<file path="src/rtl/gate_selftest_driver_if.sv">
// Bus between the self-test driver and the gate-select block.
// The driver owns a/b/sel; the gate block returns y_in.
interface gate_selftest_driver_if;
  logic       a;
  logic       b;
  logic [5:0] sel;
  logic       y_in;

  modport master (
    output a,
    output b,
    output sel,
    input  y_in
  );

  modport slave (
    input  a,
    input  b,
    input  sel,
    output y_in
  );
endinterface

</file>
<file path="src/rtl/gate_selftest_driver.sv">
// Self-test initiator for the gate-select block: walks 25 vectors,
// compares the block's output and reports a per-gate fail mask.
module gate_selftest_driver #(
  parameter int SETTLE_CYCLES = 2
) (
  input  logic                  clk,
  input  logic                  rst_n,
  input  logic                  start,
  gate_selftest_driver_if.master gbus,
  output logic                  busy,
  output logic                  done,
  output logic                  pass,
  output logic [6:0]            fail_mask
);

  localparam int CW =
    (SETTLE_CYCLES < 1) ? 1 : $clog2(SETTLE_CYCLES + 1);
  localparam logic [CW-1:0] CNT_MAX = CW'(SETTLE_CYCLES);
  localparam logic [4:0]    LAST    = 5'd24;

  typedef enum logic [1:0] {
    IDLE,
    APPLY,
    FINISH
  } state_t;

  state_t        state_q, state_d;
  logic [4:0]    vec_q, vec_d;
  logic [CW-1:0] cnt_q, cnt_d;
  logic          a_q, a_d;
  logic          b_q, b_d;
  logic [5:0]    sel_q, sel_d;
  logic          busy_d, done_d, pass_d;
  logic [6:0]    mask_d;

  // Returns {a, b, sel}; vector 0 is the null vector.
  function automatic logic [7:0] vec_drive(input logic [4:0] idx);
    logic [4:0] k;
    logic [7:0] r;
    k = idx - 5'd1;
    if (idx == 5'd0) r = {2'b11, 6'b0};
    else r = {k[1:0], 6'(6'b1 << k[4:2])};
    return r;
  endfunction

  logic [7:0] cur;
  logic [7:0] nxt;
  logic       cur_a, cur_b;
  logic [5:0] cur_sel;
  logic       exp_y;
  logic [6:0] bit_m;
  logic [6:0] hit;

  assign cur     = vec_drive(vec_q);
  assign nxt     = vec_drive(5'(vec_q + 5'd1));
  assign cur_a   = cur[7];
  assign cur_b   = cur[6];
  assign cur_sel = cur[5:0];
  assign bit_m   = (vec_q == 5'd0) ? 7'h40 : {1'b0, cur_sel};

  always_comb begin
    exp_y = 1'b0;
    unique case (1'b1)
      cur_sel[0]: exp_y = cur_a & cur_b;
      cur_sel[1]: exp_y = cur_a | cur_b;
      cur_sel[2]: exp_y = ~(cur_a & cur_b);
      cur_sel[3]: exp_y = ~(cur_a | cur_b);
      cur_sel[4]: exp_y = cur_a ^ cur_b;
      cur_sel[5]: exp_y = ~(cur_a ^ cur_b);
      default:    exp_y = 1'b0;
    endcase
  end

  assign hit = fail_mask | ((gbus.y_in != exp_y) ? bit_m : 7'h00);

  always_comb begin
    state_d = state_q;
    vec_d   = vec_q;
    cnt_d   = cnt_q;
    a_d     = a_q;
    b_d     = b_q;
    sel_d   = sel_q;
    busy_d  = busy;
    done_d  = 1'b0;
    pass_d  = pass;
    mask_d  = fail_mask;
    unique case (state_q)
      IDLE: begin
        a_d    = 1'b0;
        b_d    = 1'b0;
        sel_d  = 6'd0;
        busy_d = 1'b0;
        if (start) begin
          state_d = APPLY;
          vec_d   = 5'd0;
          cnt_d   = '0;
          {a_d, b_d, sel_d} = vec_drive(5'd0);
          busy_d  = 1'b1;
          mask_d  = 7'h00;
          pass_d  = 1'b0;
        end
      end
      APPLY: begin
        busy_d = 1'b1;
        if (cnt_q == CNT_MAX) begin
          mask_d = hit;
          cnt_d  = '0;
          if (vec_q == LAST) begin
            state_d = FINISH;
            a_d     = 1'b0;
            b_d     = 1'b0;
            sel_d   = 6'd0;
            busy_d  = 1'b0;
            done_d  = 1'b1;
            pass_d  = (hit == 7'h00);
          end else begin
            vec_d = 5'(vec_q + 5'd1);
            {a_d, b_d, sel_d} = nxt;
          end
        end else begin
          cnt_d = CW'(cnt_q + 1'b1);
        end
      end
      FINISH: begin
        state_d = IDLE;
        busy_d  = 1'b0;
      end
      default: state_d = IDLE;
    endcase
  end

  always_ff @(posedge clk or negedge rst_n) begin
    if (!rst_n) begin
      state_q   <= IDLE;
      vec_q     <= 5'd0;
      cnt_q     <= '0;
      a_q       <= 1'b0;
      b_q       <= 1'b0;
      sel_q     <= 6'd0;
      busy      <= 1'b0;
      done      <= 1'b0;
      pass      <= 1'b0;
      fail_mask <= 7'h00;
    end else begin
      state_q   <= state_d;
      vec_q     <= vec_d;
      cnt_q     <= cnt_d;
      a_q       <= a_d;
      b_q       <= b_d;
      sel_q     <= sel_d;
      busy      <= busy_d;
      done      <= done_d;
      pass      <= pass_d;
      fail_mask <= mask_d;
    end
  end

  assign gbus.a   = a_q;
  assign gbus.b   = b_q;
  assign gbus.sel = sel_q;

endmodule

</file>
<file path="src/flat_wrapper.sv">
// flat-port wrapper written by rule: the top's interface ports become plain ports
module gate_selftest_driver_flat 
#(
  parameter int SETTLE_CYCLES = 2
)
  (clk, rst_n, start, busy, done, pass, fail_mask, gbus_a, gbus_b, gbus_sel, gbus_y_in);
  gate_selftest_driver_if gbus_i ();
  input  logic clk;
  input  logic rst_n;
  input  logic start;
  output logic busy;
  output logic done;
  output logic pass;
  output logic [6:0] fail_mask;
  output wire logic [$bits(gbus_i.a)-1:0] gbus_a;
  output wire logic [$bits(gbus_i.b)-1:0] gbus_b;
  output wire logic [$bits(gbus_i.sel)-1:0] gbus_sel;
  input wire logic [$bits(gbus_i.y_in)-1:0] gbus_y_in;
  assign gbus_a = gbus_i.a;
  assign gbus_b = gbus_i.b;
  assign gbus_sel = gbus_i.sel;
  assign gbus_i.y_in = gbus_y_in;
  gate_selftest_driver #(.SETTLE_CYCLES(SETTLE_CYCLES)) u_core (.clk(clk), .rst_n(rst_n), .start(start), .gbus(gbus_i), .busy(busy), .done(done), .pass(pass), .fail_mask(fail_mask));
endmodule
</file>
<file path="config.mk">
export PLATFORM = sky130hd
export DESIGN_NAME = gate_selftest_driver_flat
export DESIGN_NICKNAME = d
export VERILOG_FILES = /design/src/rtl/gate_selftest_driver_if.sv /design/src/rtl/gate_selftest_driver.sv /design/src/flat_wrapper.sv
export SDC_FILE = /design/constraint.sdc
export NUM_CORES = 1
export LEC_CHECK = 0
export CAP_MARGIN = 40
export CORE_ASPECT_RATIO = 2
export CORE_MARGIN = 5
export CORE_UTILIZATION = 40
export CTS_BUF_LIST = sky130_fd_sc_hd__clkbuf_8 sky130_fd_sc_hd__clkbuf_16
export DETAILED_ROUTE_END_ITERATION = 10
export PLACE_DENSITY = 0.68
export SYNTH_ARGS = -nofsm -noshare
export SYNTH_HDL_FRONTEND = slang
export SYNTH_SLANG_ARGS = --single-unit
</file>
<file path="constraint.sdc">
create_clock -name clk -period 4.2 [get_ports clk]
set_input_delay 0.63 -clock clk [delete_from_list [all_inputs] [get_ports clk]]
set_output_delay 0.63 -clock clk [all_outputs]
set_load 0.02 [all_outputs]
</file>
* Word-level counts from Yosys, hierarchy flattened
Cells that the tools add are included.
** Operators by class
- Multipliers :: 0
- Muxes and demuxes :: 39
- Magnitude comparators :: 0
- Div/mod/pow operators :: 0
- Equal/unequal tests :: 9
- Add/subtract/negate cells :: 4
- Reduce and logical (&&, ||, !) cells :: 12
- Bitwise operators :: 7
- Shift operators :: 2
** Operator list (count)
- $mux W7 :: 4
- $mux W8 :: 2
- $mux W5 :: 3
- $pmux W7 S2 :: 1
- $mux W1 :: 13
- $mux W6 :: 2
- $pmux W6 S2 :: 1
- $shl A1 B3 Y6 const A :: 2
- $logic_not A5 Y1 :: 2
- $mux W2 :: 5
- $pmux W5 S2 :: 1
- $sub A5 B1 Y5 const B :: 2
- $pmux W2 S2 :: 2
- $reduce_and A4 Y1 :: 2
- $logic_not A7 Y1 :: 1
- $or A7 B7 Y7 :: 1
- $pmux W1 S2 :: 3
- $pmux W1 S6 :: 1
- $reduce_and A3 Y1 :: 2
- $add A5 B1 Y5 const B :: 1
- $eq A5 B5 Y1 const B :: 1
- $eq A2 B2 Y1 const B :: 2
- $ne A2 B1 Y1 const B :: 2
- $ne A2 B2 Y1 const B :: 2
- other kinds (12) :: 15
** Word-level totals
- Output and inout bits :: 18
- Bits of input ports :: 4
- Bits in latches :: 0
- Memory bits (writable) :: 0
- Flip-flop bits (word level) :: 27
- Memories :: 0
- Word-level logic and storage cells :: 83
- Bits in read-only memories :: 0

* Longest topological paths before layout
- Depth in word-level cells :: 13
- Gate-level depth with buffers :: 13
- Depth with buffers taken out :: 12

* Least setup slack after synthesis
No wires, ideal clock.
- Path type :: register -> register
- Start :: reg u_core.vec_q[0]
- End :: reg u_core.pass
- Required time :: 4.136 ns
- Path buffers :: 1
- Cell stages (with the launch flop) :: 12
- Slack :: 1.849 ns
- Arrival time :: 2.287 ns
- Library setup time :: 0.064 ns
- Period minus slack after synthesis :: 2.351 ns
- Path through :: dfrtp_1 buf_6 inv_1 ha_1 and2b_1 nand2_1 and2_1 ha_1 xnor2_1 xnor2_1 a2111oi_2 a21o_1
** Between the ends
- Longest elaborated chain between the ends :: 12
- Elaborated cells on any way between the ends :: 22
- Those cells by class :: add/sub: 1; eq/ne: 3; shift: 1; mux: 7; bitwise: 7; reduce/logical: 3
** Ends and longest elaborated chain
- start, declared :: RTL line gate_selftest_driver.sv:28 : logic [4:0] vec_q, vec_d;
- start signal, assigned :: RTL line gate_selftest_driver.sv:146 : vec_q <= vec_d;
- $sub A5 B1 Y5 or $logic_not A5 Y1 (tied branches) :: RTL line gate_selftest_driver.sv:40, gate_selftest_driver.sv:41, gate_selftest_driver.sv:59
- $mux W8 :: RTL line gate_selftest_driver.sv:41 : if (idx == 5'd0) r = {2'b11, 6'b0};
- $xor A1 B1 Y1, or another cell as far along :: RTL line gate_selftest_driver.sv:68, gate_selftest_driver.sv:69
- $not A1 Y1 (on tied branches) :: RTL line gate_selftest_driver.sv:69, gate_selftest_driver.sv:66, gate_selftest_driver.sv:67
- $pmux W1 S6 :: RTL line gate_selftest_driver.sv:63 : unique case (1'b1)
- $ne A1 B1 Y1 :: RTL line gate_selftest_driver.sv:74 : assign hit = fail_mask | ((gbus.y_in != exp_y) ? bit_m : 7'h00);
- $mux W7 :: RTL line gate_selftest_driver.sv:74
- $or A7 B7 Y7 :: RTL line gate_selftest_driver.sv:74
- $logic_not A7 Y1 :: RTL line gate_selftest_driver.sv:115 : pass_d = (hit == 7'h00);
- $mux W1 :: RTL line gate_selftest_driver.sv:108 : if (vec_q == LAST) begin
- $mux W1 :: RTL line gate_selftest_driver.sv:105 : if (cnt_q == CNT_MAX) begin
- $pmux W1 S2 :: RTL line gate_selftest_driver.sv:87 : unique case (state_q)
- end signal, assigned :: RTL line gate_selftest_driver.sv:153 : pass <= pass_d;
- end, declared :: RTL line gate_selftest_driver.sv:12 : output logic pass,
Several ways; a longest one is shown, not always the timed one. The select of a mux whose other input is x is not followed.
A chain may end at the register's enable or synchronous reset.

* Worst setup path in the final report
Ends and elaborated chain as after synthesis.

==> flow_metrics.tcl <==
set metrics [dict create \
    outcome "complete, no violations" \
    async_flop_share 1.00 \
    nNetsFinal 215 \
    combPwrFrac 0.582 \
    crit_path_max_fanout 10 \
    clockRootBuffer "clkbuf_8" \
    power_density_nw_per_um2 645 \
    maxSlewHeadroom 0.463 \
    clkSinkCount 27 \
    critPathCaptureType "register" \
    cp.required_ns 4.42 \
    reg2reg_slack_ns 1.60 \
    synth_edf_count 0 \
    dr_wl_met2_um 2070 \
    drive_above_1_share 0.0941 \
    skew_ns 0.00220 \
    drt-pass1-iter-count 4 \
    start_util 0.412 \
    yosysSeqAreaShare 0.397 \
    synth_cell_types 49 \
    yosysWarningCount 0 \
    cts_buffers 3 \
    hp-class "reg -> reg" \
    syn_nets 195 \
    wl_per_cell_um 14.9 \
    synth_area_per_cell_um2 9.31 \
    die_w_um 56.1 \
    maxCapViolCount 0 \
    cts_setup_buffers 0 \
    portBuffers 21 \
    diodes 0 \
    wl_um 3770 \
    critPathLaunchType "register" \
    synthTopCellsByCount "dfrtp_1 (27), nand2_1 (22), nor2_1 (15)" \
    tightest_slew_ns 0.806 \
    clk_pin_slew_ns 0.10 \
    vdd_drop_max_uv 303 \
    clk_path_buf_depth 2 \
    place_congestion 0.815 \
    first_iter_violations 47 \
    synthFlopType "dfrtp_1" \
    p_switching_uw 608 \
    ys_ff_latch 27 \
    grt_overflow 0 \
    die_area_um2 5740 \
    leakage_uw 0.000898 \
    netlist.area_leader.share 0.397 \
    synth_area_um2 1700 \
    top_layer_used "met4" \
    internal_power_uw 695 \
    grt_pass1_wl_um 6380 \
    clock_latency_ns 0.27 \
    holdBufCountCts 0 \
    post_cts_resized 0 \
    final_util 0.489 \
    viasPerCell 5.59 \
    finalCritPeriodShare 0.619 \
    yosys-top-cells-area "dfrtp_1 (40%), ha_1 (5.9%), nand2_1 (4.8%)" \
    slew_viol_final 0 \
    cp.arrival_ns 2.82 \
    finalSetupTns_ns 0 \
    dp_hpwl_um 2940 \
    swShare 0.467 \
    grt_pass1_vias 1368 \
    htreeDepth 1 \
    fin_crit_ns 2.60 \
    power_frac_clock 0.116 \
    via_count 1421 \
    grt_max_degree 18 \
    synth_top_area_cell "dfrtp_1" \
    seqPwrFrac 0.302 \
    drcViolationCount 0 \
    fmax_mhz 385 \
    synthToLayoutAreaGrowth_pct 18.6 \
    ant_nets 0 \
    hold_viol 0 \
    die_y_um 102 \
    rsz0062_at_grt "no" \
    route.met3.wl_um 153 \
    syn_inst 183 \
    track_usage 0.139 \
    met1_length_um 1430 \
    core-area_um2 4130 \
    ios 22 \
    antenna_found_initial 0 \
    fp-row-count 33 \
    setup_viol 0 \
    fillers 400 \
    critPathKind "reg -> reg" \
    synth.most_common_cell "dfrtp_1" \
    cts_tree "done" \
]
## layout by cell type, fill, tap and decap left out, drive strengths merged, types with 2 or more instances in the layout
cell,instances
nand4bb,2
clkbuf,3
a21o,2
nand4b,2
xor2,4
a31oi,4
nand2,22
a211oi,2
o21ai,9
clkdlybuf4s50,21
nand2b,2
nor2b,4
inv,11
a21oi,6
nor3,5
ha,8
nor3b,2
nor2,15
dfrtp,27
and3,2
xnor2,4
mux2i,2
nand4,3
nand3,7
and2,7
a32o,5
buf,3
a22o,5
## cells by family (layout without fill, tap and decap cells)
family / after synthesis / count (layout) / share of synthesized area
AND/OR/NAND/NOR: 77 / 77 / 0.242
AO/OA/AOI/OAI: 40 / 40 / 0.184
buffers and inverters: 20 / 39 / 0.0536
adder cells (fa/ha/maj): 8 / 8 / 0.0588
XOR/XNOR: 8 / 8 / 0.0456
flip-flops: 27 / 27 / 0.397
multiplexers: 3 / 3 / 0.0184
## power by group through the flow
stage	Combinational [uW]	Clock, uW	Sequential (uW)
global placement	743	0	398
finish	758	152	393
global route	833	167	405
detailed placement	750	0	399
floorplan	524	0	425
CTS	757	159	393
## metal layers
layer	up-vias	GRT usage
met5	-	0
met4	0	0.0640
met3	9	0.0177
met2	42	0.265
met1	681	0.151
li1	689	-
## per-stage QoR
step	instances	hold WS, ns	total power [uW]	setup WS [ns]	area [um^2]
2_1_floorplan	183	0.334	949	1.85	1700
3_3_place_gp	249	0.470	1140	1.57	1940
3_5_place_dp	250	0.469	1150	1.52	1970
4_1_cts	254	0.492	1310	1.59	2020
5_1_grt	254	0.501	1400	1.33	2020
6_report	254	0.486	1300	1.60	2020
## area by class of cell
class / instances / area, um^2 / area share
tap: 52 / 65.1 / 0.0322
sequential: 27 / 676 / 0.335
inverter: 11 / 41.3 / 0.0204
clock buffer: 3 / 41.3 / 0.0204
timing repair buffer: 24 / 253 / 0.125
multi-input combinational: 136 / 936 / 0.463
clock inverter: 1 / 7.51 / 0.00372
## worst max-delay path, cell delays in order (launching register included)
cell and delay [ns]:
dfrtp_1 0.51, inv_1 0.15, ha_1 0.18, and2b_1 0.23, nand2_1 0.09, and2_1 0.19, ha_1 0.30, xnor2_1 0.28
xnor2_1 0.12, a2111oi_2 0.37, a21o_1 0.12
## sequential cells by signal (all words and copies together) (netlist names)
| register | cells |
|---|---|
| u_core.pass | 1 |
| u_core.done | 1 |
| u_core.gbus.sel | 6 |
| u_core.vec_q | 5 |
| u_core.gbus.b | 1 |
| u_core.gbus.a | 1 |
| u_core.fail_mask | 7 |
| u_core.state_q | 2 |
| u_core.cnt_q | 2 |
| u_core.busy | 1 |
## final timing paths
kind / start / endpoint / depth (start not counted)
max: u_core.vec_q[0] / u_core.pass / 10
min: u_core.pass / u_core.pass / 1
max reg2reg: u_core.vec_q[0] / u_core.pass / 10
min reg2reg: u_core.pass / u_core.pass / 1
max in group asynchronous: rst_n / u_core.state_q[0] / 3
min in group asynchronous: rst_n / u_core.fail_mask[2] / 1
Note: power is estimated with default switching activity, not from simulation.
